[src/rtl/hlsm_mul_array_ref.sv]
// Reference model of CHANNELS signed multiplier lanes (optionally multiply-accumulate)
// behind a Start/Busy/Done handshake with a fixed, parameterised latency.
module hlsm_mul_array_ref #(
    parameter int WIDTH    = 16,
    parameter int CHANNELS = 4,
    parameter int LATENCY  = 4,
    parameter int MODE     = 0
) (
    input  logic                         Clk,
    input  logic                         Rst,
    input  logic                         Start,
    input  logic                         Clr,
    input  logic [CHANNELS*WIDTH-1:0]    A,
    input  logic [CHANNELS*WIDTH-1:0]    B,
    output logic [CHANNELS*WIDTH-1:0]    Y,
    output logic                         Busy,
    output logic                         Done
);

    localparam int CW = $clog2(LATENCY + 1);

    typedef enum logic [1:0] {IDLE = 2'd0, RUN = 2'd1, DONE = 2'd2} state_t;

    state_t                  state;
    logic [CW-1:0]           cnt;
    logic                    accept;
    logic signed [WIDTH-1:0] a_p0 [CHANNELS];
    logic signed [WIDTH-1:0] b_p0 [CHANNELS];
    logic signed [WIDTH-1:0] y_p1 [CHANNELS];

    // Full-precision product, low WIDTH bits kept: the sum wraps modulo 2^WIDTH.
    function automatic logic signed [WIDTH-1:0] wrap_mac(
        input logic signed [WIDTH-1:0] acc,
        input logic signed [WIDTH-1:0] a,
        input logic signed [WIDTH-1:0] b
    );
        logic signed [2*WIDTH-1:0] prod;
        prod = a * b;
        return acc + prod[WIDTH-1:0];
    endfunction

    assign accept = (state == IDLE) && Start;

    // Busy/Done are registered from the state, so the visible pulse trails DONE by one edge.
    always_ff @(posedge Clk or posedge Rst) begin
        if (Rst) begin
            state <= IDLE;
            cnt   <= '0;
            Busy  <= 1'b0;
            Done  <= 1'b0;
        end else begin
            Busy <= (state != IDLE);
            Done <= (state == DONE);
            case (state)
                IDLE: begin
                    if (Start) begin
                        cnt   <= CW'(LATENCY - 1);
                        state <= (LATENCY == 1) ? DONE : RUN;
                    end
                end
                RUN: begin
                    cnt <= cnt - CW'(1);
                    if (cnt == CW'(1))
                        state <= DONE;
                end
                DONE:    state <= IDLE;
                default: state <= IDLE;
            endcase
        end
    end

    // Stage p0: operand capture at accept; inputs are free to change afterwards.
    always_ff @(posedge Clk) begin
        if (accept) begin
            for (int n = 0; n < CHANNELS; n++) begin
                a_p0[n] <= A[n*WIDTH +: WIDTH];
                b_p0[n] <= B[n*WIDTH +: WIDTH];
            end
        end
    end

    // Stage p1: result register, written only on the edge that raises Done.
    always_ff @(posedge Clk or posedge Rst) begin
        if (Rst) begin
            for (int n = 0; n < CHANNELS; n++)
                y_p1[n] <= '0;
        end else if (state == DONE) begin
            for (int n = 0; n < CHANNELS; n++)
                y_p1[n] <= wrap_mac((MODE == 1) ? y_p1[n] : '0, a_p0[n], b_p0[n]);
        end else if ((state == IDLE) && Clr && (MODE == 1)) begin
            for (int n = 0; n < CHANNELS; n++)
                y_p1[n] <= '0;
        end
    end

    for (genvar g = 0; g < CHANNELS; g++) begin : g_pack
        assign Y[g*WIDTH +: WIDTH] = y_p1[g];
    end

endmodule
[config.mk]
export PLATFORM = sky130hd
export DESIGN_NAME = hlsm_mul_array_ref
export DESIGN_NICKNAME = d
export VERILOG_FILES = /design/src/rtl/hlsm_mul_array_ref.sv
export SDC_FILE = /design/constraint.sdc
export NUM_CORES = 1
export LEC_CHECK = 0
export BUFFER_PORTS_ARGS = -buffer_cell sky130_fd_sc_hd__clkbuf_2
export CAP_MARGIN = 20
export CORE_MARGIN = 2
export CORE_UTILIZATION = 53
export CTS_CLUSTER_SIZE = 40
export DETAILED_ROUTE_END_ITERATION = 16
export GPL_TIMING_DRIVEN = 0
export PLACE_DENSITY = 0.84
export SETUP_SLACK_MARGIN = 0.2
export SLEW_MARGIN = 15
export SYNTH_ARGS = -nofsm -noshare
export SYNTH_HDL_FRONTEND = slang
export SYNTH_SLANG_ARGS = --single-unit
export TNS_END_PERCENT = 30
[constraint.sdc]
create_clock -name Clk -period 6.4 [get_ports Clk]
set_input_delay 0.32 -clock Clk [delete_from_list [all_inputs] [get_ports Clk]]
set_output_delay 0.32 -clock Clk [all_outputs]
set_load 0.03 [all_outputs]
# ---- Word-level counts from Yosys, hierarchy flattened
# Memory sizes are Yosys's and may differ from the RTL's.
# Index checks and enable logic that the tools add are counted.
dict set report word_totals {
  ff_bits 71
  ram_bits 128
  inputBits 132
  out_inout_bits 66
  word_cells 33
  mem_count 2
}
dict set report op_classes {
  n_addsub 1
  n_mul 4
  eq_ne 5
  n_mux 7
  reduce_logical 6
}
# name depth word_bits read_ports rd_ports_with_merged_regs write_ports line
set memory_table {}
lappend memory_table {a_p0 4 16 4 0 4 27} ;# logic signed [WIDTH-1:0] a_p0 [CHANNELS];
lappend memory_table {b_p0 4 16 4 0 4 28} ;# logic signed [WIDTH-1:0] b_p0 [CHANNELS];
# cell count
set op_table {}
lappend op_table {{16-bit by 16-bit multiplier with 16-bit output} 4}
lappend op_table {{3-bit case mux with 2 select lines} 1}
lappend op_table {{2-bit two-way mux} 2}
lappend op_table {{2-bit != test (second input constant)} 2}
lappend op_table {{2-bit case mux with 2 select lines} 1}
lappend op_table {{2-bit AND reduction} 2}
lappend op_table {{2-bit nonzero test} 2}
lappend op_table {{3-bit by 1-bit equality test with 1-bit output (second input constant)} 1}
lappend op_table {{3-bit two-way mux} 1}
lappend op_table {{3-bit by 1-bit subtractor with 3-bit output (second input constant)} 1}
lappend op_table {{2-bit by 1-bit equality test with 1-bit output (second input constant)} 1}
lappend op_table {{2-bit equality test (second input constant)} 1}
lappend op_table {{2-bit zero test} 1}
lappend op_table {{1-bit two-way mux} 2}
lappend op_table {{1-bit logical AND} 1}

# ---- Longest topological paths before layout
# Gate-level depths: netlist (run 1).
dict set report logic_depth {
  ltp_word 4
  mapped_depth 22
  depth_no_buf 21
}

# ---- Worst setup path after synthesis (run 1)
# Ideal clock, no wire load.
dict set report synth_timing {
  kind {reg-to-reg}
  from {mem b_p0[1][1]}
  to {reg y_p1 (netlist bit Y[31])}
  arrival_time_ns 5.085
  t_required_ns 6.273
  path_slack_ns 1.188
  path_stages_with_launch 21
  path_buffers 1
  path_cell_list {edfxtp_1 clkbuf_1 nand2_1 fa_1 fa_1 inv_1 fa_1 inv_1 fa_1 inv_1 fa_1 inv_1 fa_1 inv_1 ha_1 a21o_1 a21oi_1 o21ai_0 a31oi_1 xnor2_1 o21ai_1}
}
# element line
set synth_lines {}
lappend synth_lines {{start: declaration} 28}
lappend synth_lines {{end signal: indexed assignment} 89} ;# y_p1[n] <= wrap_mac((MODE == 1) ? y_p1[n] : '0, a_p0[n], b_p0[n]);
lappend synth_lines {{end: declaration} 29} ;# logic signed [WIDTH-1:0] y_p1 [CHANNELS];

==> results_dict.tcl, run 1 <==
set metrics [dict create \
    status "complete, no violations" \
    effective_utilization_at_floorplan 0.535 \
    std_cell_rows 76 \
    final_net_count 3365 \
    antennaDiodeCount 0 \
    htreeDepth 4 \
    grt.overflow.total 0 \
    gp_routability_congestion 0.893 \
    fin_util 0.619 \
    syn-cell-area_mm2 0.0229 \
    synth_cells 2324 \
    grt_antenna_before_repair 0 \
    ys.flop_type "sky130_fd_sc_hd__edfxtp_1" \
    grt_pass1_wl_um 93400 \
    max_used_layer "met4" \
    actual_transition_at_the_worst_max_transition_pin_ps 832 \
    area_growth_pct 15.9 \
    report.final.slew_viol_count 0 \
    cp_data_required_time_ps 6800 \
    grt_use_total 0.272 \
    hold_slack_ps 276 \
    number_of_sinks_on_the_clock_net 199 \
    mappedNetlistNets 3018 \
    insertion_delay_ps 520 \
    min_period_over_period 0.947 \
    final_period_demand_of_the_worst_path_ps 6060 \
    route.layer.met1.wl_um 22200 \
    fmaxAchievable_ghz 0.165 \
    cts_buffers 17 \
    rsz0062_at_grt "true" \
    final_layout_size_suffix_gt1_frac 0.0987 \
    die_area_mm2 0.0448 \
    post_synth_num_cell_types 47 \
    max-cap-violations 0 \
    worst_reg2reg_path_length_in_cells 20 \
    num-fill-cells 3393 \
    wl_met2_um 29100 \
    ys_warn_count 0 \
    cts_tree "yes" \
    drtAntennaViolNets 0 \
    grt_pass1_vias 18600 \
    port-buffer-count 196 \
    synth_seq_area_share 0.246 \
    final_setup_skew_ps 25.3 \
    cts_setup_buffers 0 \
    drt_pass1_iterations 7 \
    worstHoldPathCells 3 \
    totalWireLength_um 57700 \
    boundaryPins 198 \
    post-dp-hpwl_um 43700 \
    crit_type "reg -> reg" \
    slew_headroom 0.445 \
    postSynthRegisterBits 199 \
    worst_hold_path_type "in -> reg" \
    syn_avg_cell_area_um2 9.84 \
    worstPathMaxFanout 10 \
    final_hold_viol_count 0 \
    post_dr_vias_cell 5.24 \
    route.met3.wl_um 4040 \
    critical_path_arrival_ps 6460 \
    path_clk_slew_ps 80 \
    die_y_um 212 \
    synthArstFlopShare 0.357 \
    clock_tree.buffer_depth 2 \
    die_width_um 212 \
    cts-root-buf "sky130_fd_sc_hd__clkbuf_16" \
    number_of_vias_after_detailed_routing 16900 \
    route.detailed.drc 0 \
    finalSetupTns_ps 0 \
    synth-edff-count 128 \
    floorplan.core_area_mm2 0.0428 \
    first_iter_violations 1151 \
    setup.worst_path.end_class "flip-flop" \
    setup-violations-final 0 \
    grt_max_degree 65 \
    start_kind "flip-flop" \
    average_wire_length_per_cell_after_detail_routing_um 17.9 \
]
[layer usage]
metal	vias up	track usage
li1	7715	-
met1	8424	0.325
met2	652	0.469
met3	143	0.0610
met4	0	0.127
met5	-	0
[layout by cell type (no fill, tap or decap), types with 3 or more instances in the layout]
master | synthesis | final
sky130_fd_sc_hd__a21o_1 | 14 | 14
sky130_fd_sc_hd__a21oi_1 | 35 | 35
sky130_fd_sc_hd__a31oi_1 | 5 | 5
sky130_fd_sc_hd__and2_1 | 255 | 255
sky130_fd_sc_hd__and2_2 | 8 | 8
sky130_fd_sc_hd__buf_1 | 4 | 4
sky130_fd_sc_hd__buf_2 | 14 | 14
sky130_fd_sc_hd__clkbuf_1 | 53 | 50
sky130_fd_sc_hd__clkbuf_16 | 0 | 17
sky130_fd_sc_hd__clkbuf_2 | 2 | 201
sky130_fd_sc_hd__clkinv_8 | 0 | 4
sky130_fd_sc_hd__dfrtp_1 | 71 | 71
sky130_fd_sc_hd__dlygate4sd3_1 | 0 | 129
sky130_fd_sc_hd__edfxtp_1 | 128 | 128
sky130_fd_sc_hd__fa_1 | 316 | 316
sky130_fd_sc_hd__ha_1 | 246 | 246
sky130_fd_sc_hd__inv_1 | 497 | 496
sky130_fd_sc_hd__inv_6 | 0 | 3
sky130_fd_sc_hd__inv_8 | 0 | 4
sky130_fd_sc_hd__nand2_1 | 379 | 379
sky130_fd_sc_hd__nand2b_1 | 3 | 3
sky130_fd_sc_hd__nand3_1 | 12 | 12
sky130_fd_sc_hd__nand4_1 | 3 | 3
sky130_fd_sc_hd__nor2_1 | 6 | 6
sky130_fd_sc_hd__nor3b_1 | 8 | 8
sky130_fd_sc_hd__o21a_1 | 5 | 5
sky130_fd_sc_hd__o21ai_0 | 53 | 53
sky130_fd_sc_hd__o21ai_1 | 5 | 5
sky130_fd_sc_hd__o21bai_1 | 14 | 14
sky130_fd_sc_hd__or3_1 | 4 | 4
sky130_fd_sc_hd__or4_1 | 4 | 4
sky130_fd_sc_hd__xnor2_1 | 121 | 121
sky130_fd_sc_hd__xnor3_1 | 4 | 4
sky130_fd_sc_hd__xor2_1 | 32 | 32
[path summary, 6_finish.rpt]
kind	start	end	slack, ps
worst min register to register	Y[12]	Y[12]	490
worst max register to register	b_p0[1][1]	Y[31]	340
worst min-delay path	Start	state[0]	280
min in group asynchronous	Rst	Done	400
worst max-delay path	b_p0[1][1]	Y[31]	340
max in group asynchronous	Rst	Y[1]	5410
[Yosys cell counts (all sizes together), types with 2 or more instances]
cell,count,share of area
inv,497,0.082
o21a,5,0.0016
ha,246,0.13
dfrtp,71,0.078
nand4,3,0.00082
o21ai,58,0.013
edfxtp,128,0.17
nor3b,8,0.0026
nand2b,3,0.00082
fa,316,0.28
buf,19,0.0040
xnor2,123,0.048
a21oi,35,0.0077
nor2,6,0.00098
a31oi,5,0.0014
xnor3,4,0.0039
a21o,14,0.0046
o21bai,14,0.0046
and2,263,0.072
nand2,380,0.062
nor2b,2,0.00055
or3,4,0.0011
nor3,2,0.00044
nand3,12,0.0026
xor2,32,0.012
clkbuf,55,0.0091
o31ai,2,0.00066
or4,4,0.0013
dlygate4sd1,2,0.00077
[critical path: stages (launching register included)]
cell                       delay [ps]
sky130_fd_sc_hd__edfxtp_1         470
sky130_fd_sc_hd__clkbuf_1         440
sky130_fd_sc_hd__nand2_1          160
sky130_fd_sc_hd__fa_1             540
sky130_fd_sc_hd__fa_1             560
sky130_fd_sc_hd__inv_1             60
sky130_fd_sc_hd__fa_1             500
sky130_fd_sc_hd__inv_1             60
sky130_fd_sc_hd__fa_1             530
sky130_fd_sc_hd__inv_1             50
sky130_fd_sc_hd__fa_1             480
sky130_fd_sc_hd__inv_1             50
sky130_fd_sc_hd__fa_1             470
sky130_fd_sc_hd__inv_1             40
sky130_fd_sc_hd__ha_1             320
sky130_fd_sc_hd__a21o_1           200
sky130_fd_sc_hd__a21oi_1          140
sky130_fd_sc_hd__o21ai_0          150
sky130_fd_sc_hd__a31oi_1          420
sky130_fd_sc_hd__xnor2_1          210
sky130_fd_sc_hd__o21ai_1           80
[stage by stage]
stage	std cells	setup WS, ps	cell area [um2]
global route	3230	101	26500
global placement	3066	465	24500
floorplan	2324	1190	22900
finish	3230	339	26500
detailed placement	3069	375	24600
CTS	3230	347	26500
[state kept, by name, indices dropped and copies added, names as in the netlist]
name   flops
state      2
b_p0      64
cnt        3
Busy       1
Done       1
a_p0      64
Y         64
[cells by family (layout without fill, tap and decap cells)]
family / after synthesis / after routing / share of synthesized area
adder cells (fa/ha/maj): 562 / 562 / 0.411
flip-flops: 199 / 199 / 0.246
AND/OR/NAND/NOR: 691 / 691 / 0.148
buffers and inverters: 573 / 933 / 0.0955
AO/OA/AOI/OAI: 139 / 139 / 0.0357
XOR/XNOR: 159 / 159 / 0.0639
multiplexers: 1 / 1 / 0.000438
[layout make-up]
cell class / count / area, um2 / share of cell area
tap: 546 / 683 / 0.0258
sequential: 199 / 5620 / 0.212
buffer: 76 / 323 / 0.0122
clock buffer: 17 / 425 / 0.0161
clock inverter: 15 / 171 / 0.00647
timing repair buffer: 328 / 2340 / 0.0883
inverter: 497 / 1870 / 0.0705
multi-input combinational: 1552 / 15100 / 0.569
[timing repair]
item,4_1_cts,5_1_grt
hold buffers,129,0
endpoints found under the hold margin,167,0
endpoints found under the setup margin,0,5
resized for setup,0,6
Power of run 1 is left out: the tool's default activity adds up to more than one toggle a clock period on the data nets, which glitch-free logic cannot reach.
==> inputs of run 2 (changes only) <==
--- a/config.mk
+++ b/config.mk
@@ -12,7 +12,7 @@
 export CTS_CLUSTER_SIZE = 40
 export DETAILED_ROUTE_END_ITERATION = 16
 export GPL_TIMING_DRIVEN = 0
-export PLACE_DENSITY = 0.84
+export PLACE_DENSITY = 0.87
 export SETUP_SLACK_MARGIN = 0.2
 export SLEW_MARGIN = 15
 export SYNTH_ARGS = -nofsm -noshare
==> constraint.sdc (replaced) <==
create_clock -name Clk -period 5.05 [get_ports Clk]
set_input_delay 0.2525 -clock Clk [delete_from_list [all_inputs] [get_ports Clk]]
set_output_delay 0.2525 -clock Clk [all_outputs]
set_load 0.03 [all_outputs]
==> run 2 against run 1 <==
Net effect: the flow now finishes with violations (negative setup slack); setup slack got worse by 620 ps; routed wire length increased by 8.1%; maximum frequency increased by 14%; hold slack got worse by 49 ps; sequential cell count unchanged; global-route usage increased by 1.5 points; largest cell class unchanged.
==> results_dict.tcl, run 2 (synthesized netlist as in run 1, its figures left out) <==
set metrics [dict create \
    port-buffer-count 196 \
    post_layout_cell_count 3314 \
    cts-root-buf "sky130_fd_sc_hd__clkbuf_16" \
    start_kind "flip-flop" \
    post_dr_vias_cell 5.36 \
    totalWireLength_um 62400 \
    die_y_um 212 \
    path_clk_slew_ps 80 \
    cts_buffers 17 \
    area_occupied_by_multi_input_gates_mm2 0.0157 \
    route.met3.wl_um 4480 \
    number_of_sinks_on_the_clock_net 199 \
    most_common_cell_after_layout_fill_and_taps_aside "sky130_fd_sc_hd__inv_1" \
    status "complete, but fails checks" \
    crit_type "reg -> reg" \
    route.layer.met1.wl_um 23200 \
    gp_routability_congestion 0.929 \
    max-cap-violations 0 \
    grt_antenna_before_repair 0 \
    fin_util 0.655 \
    grt_pass1_vias 19500 \
    post-dp-hpwl_um 43500 \
    rsz0062_at_grt "true" \
    failed_checks "negative setup slack" \
    number_of_vias_after_detailed_routing 17800 \
    drtAntennaViolNets 0 \
    layout_common_cells "sky130_fd_sc_hd__inv_1, sky130_fd_sc_hd__nand2_1, sky130_fd_sc_hd__fa_1" \
    slew_headroom 0.432 \
    average_wire_length_per_cell_after_detail_routing_um 18.8 \
    rr_endpoint "Y[31]" \
    grt_use_total 0.287 \
    critical_path_arrival_ps 5670 \
    actual_transition_at_the_worst_max_transition_pin_ps 851 \
    antennaDiodeCount 0 \
    dp.cells 3069 \
    insertion_delay_ps 480 \
    r2r_slack_ps -280 \
    worst_hold_path_type "in -> async" \
    first_iter_violations 1304 \
    max_used_layer "met4" \
    boundaryPins 198 \
    min_period_over_period 1.06 \
    grt.overflow.total 0 \
    final_setup_skew_ps 19.1 \
    clock_tree.buffer_depth 2 \
    worst_reg2reg_path_length_in_cells 18 \
    effective_utilization_at_floorplan 0.535 \
    drt_pass1_iterations 6 \
    setup-violations-final 13 \
    floorplan.core_area_mm2 0.0428 \
    setup_slack_ps -282 \
    cp_data_required_time_ps 5390 \
    htreeDepth 4 \
    setup_crit_end "Y[31]" \
    final_layout_size_suffix_gt1_frac 0.183 \
    die_width_um 212 \
    worstPathMaxFanout 6 \
    num-fill-cells 2992 \
    crit_path_start "b_p0[1][4]" \
    final_area_mm2 0.0280 \
    area_of_placed_instances_mm2 0.0248 \
    report.final.slew_viol_count 0 \
    final_period_demand_of_the_worst_path_ps 5330 \
    fmaxAchievable_ghz 0.188 \
    area_growth_pct 22.6 \
    grt_max_degree 65 \
    grt_pass1_wl_um 98800 \
    setup.worst_path.end_class "flip-flop" \
    route.detailed.drc 0 \
    cts_tree "yes" \
    final_net_count 3449 \
    std_cell_rows 76 \
    wl_met2_um 31600 \
    rr_startpoint "b_p0[1][4]" \
    area.sequential_mm2 0.00562 \
    final_hold_viol_count 0 \
    die_area_mm2 0.0448 \
]
-- run 2: cell types whose count changed in the layout (fill, tap and decap cells not counted), moves of 17 or more --
cell / delta
sky130_fd_sc_hd__ha_1: -19
sky130_fd_sc_hd__buf_4: +81
sky130_fd_sc_hd__inv_1: -19
sky130_fd_sc_hd__clkbuf_1: -40
sky130_fd_sc_hd__inv_2: +19
sky130_fd_sc_hd__ha_4: +17
-- run 2: worst min-delay path by stage --
stage | slack (ps) | end | from
6_report | 230 | Y[0] | Rst
5_1_grt | 250 | Y[0] | Rst
4_1_cts | 200 | cnt[0] | Start
3_5_place_dp | 170 | Y[18] | Rst
3_3_place_gp | 430 | b_p0[1][6] | B[22]
2_1_floorplan | 350 | a_p0[0][0] | A[0]
-- run 2: timing repair --
item / 4_1_cts / 5_1_grt
resized for setup: 150 / 84
endpoints found under the setup margin: 25 / 29
buffers inserted: 62 / 20
pin swaps: 76 / 69
hold endpoints to repair: 199 / 0
gates cloned: 0 / 2
hold buffers: 129 / 0
-- run 2: per-stage QoR --
stage | worst slack [ps] | setup TNS (ps) | hold slack [ps]
after floorplan | 63.5 | 0 | 351
after global placement | -439 | -14560 | 429
after detailed placement | -600 | -6510 | 167
after CTS | -246 | -918 | 196
after global routing | -422 | -4050 | 247
final | -282 | -1580 | 227
-- run 2: critical path, stage by stage (launching register included) --
cell,delay (ps)
sky130_fd_sc_hd__edfxtp_1,440
sky130_fd_sc_hd__clkbuf_8,190
sky130_fd_sc_hd__buf_4,140
sky130_fd_sc_hd__nand2_1,90
sky130_fd_sc_hd__fa_1,460
sky130_fd_sc_hd__fa_1,510
sky130_fd_sc_hd__inv_2,40
sky130_fd_sc_hd__fa_1,480
sky130_fd_sc_hd__fa_1,550
sky130_fd_sc_hd__inv_2,40
sky130_fd_sc_hd__fa_1,470
sky130_fd_sc_hd__fa_2,390
sky130_fd_sc_hd__xor2_2,160
sky130_fd_sc_hd__xnor2_1,180
sky130_fd_sc_hd__xnor2_1,120
sky130_fd_sc_hd__xnor2_1,300
sky130_fd_sc_hd__xnor3_2,340
sky130_fd_sc_hd__xnor2_2,210
sky130_fd_sc_hd__o21ai_1,80
-- run 2: area by class of cell --
cell class / instances / share of cell area
clock buffers: 19 / 0.0161
inverters: 497 / 0.0666
flip-flops and latches: 199 / 0.200
repair buffers: 412 / 0.108
clock inverters: 13 / 0.00348
multi-input cells: 1552 / 0.559
plain buffers: 76 / 0.0215
well taps: 546 / 0.0244
-- run 2: per-layer routing --
metal  vias to the layer above  GRT usage
met5                         -          0
met4                         0      0.141
met3                       207     0.0518
met2                       828      0.502
met1                      8859      0.340
li1                       7883          -
Power of run 2 is left out for the same reason.
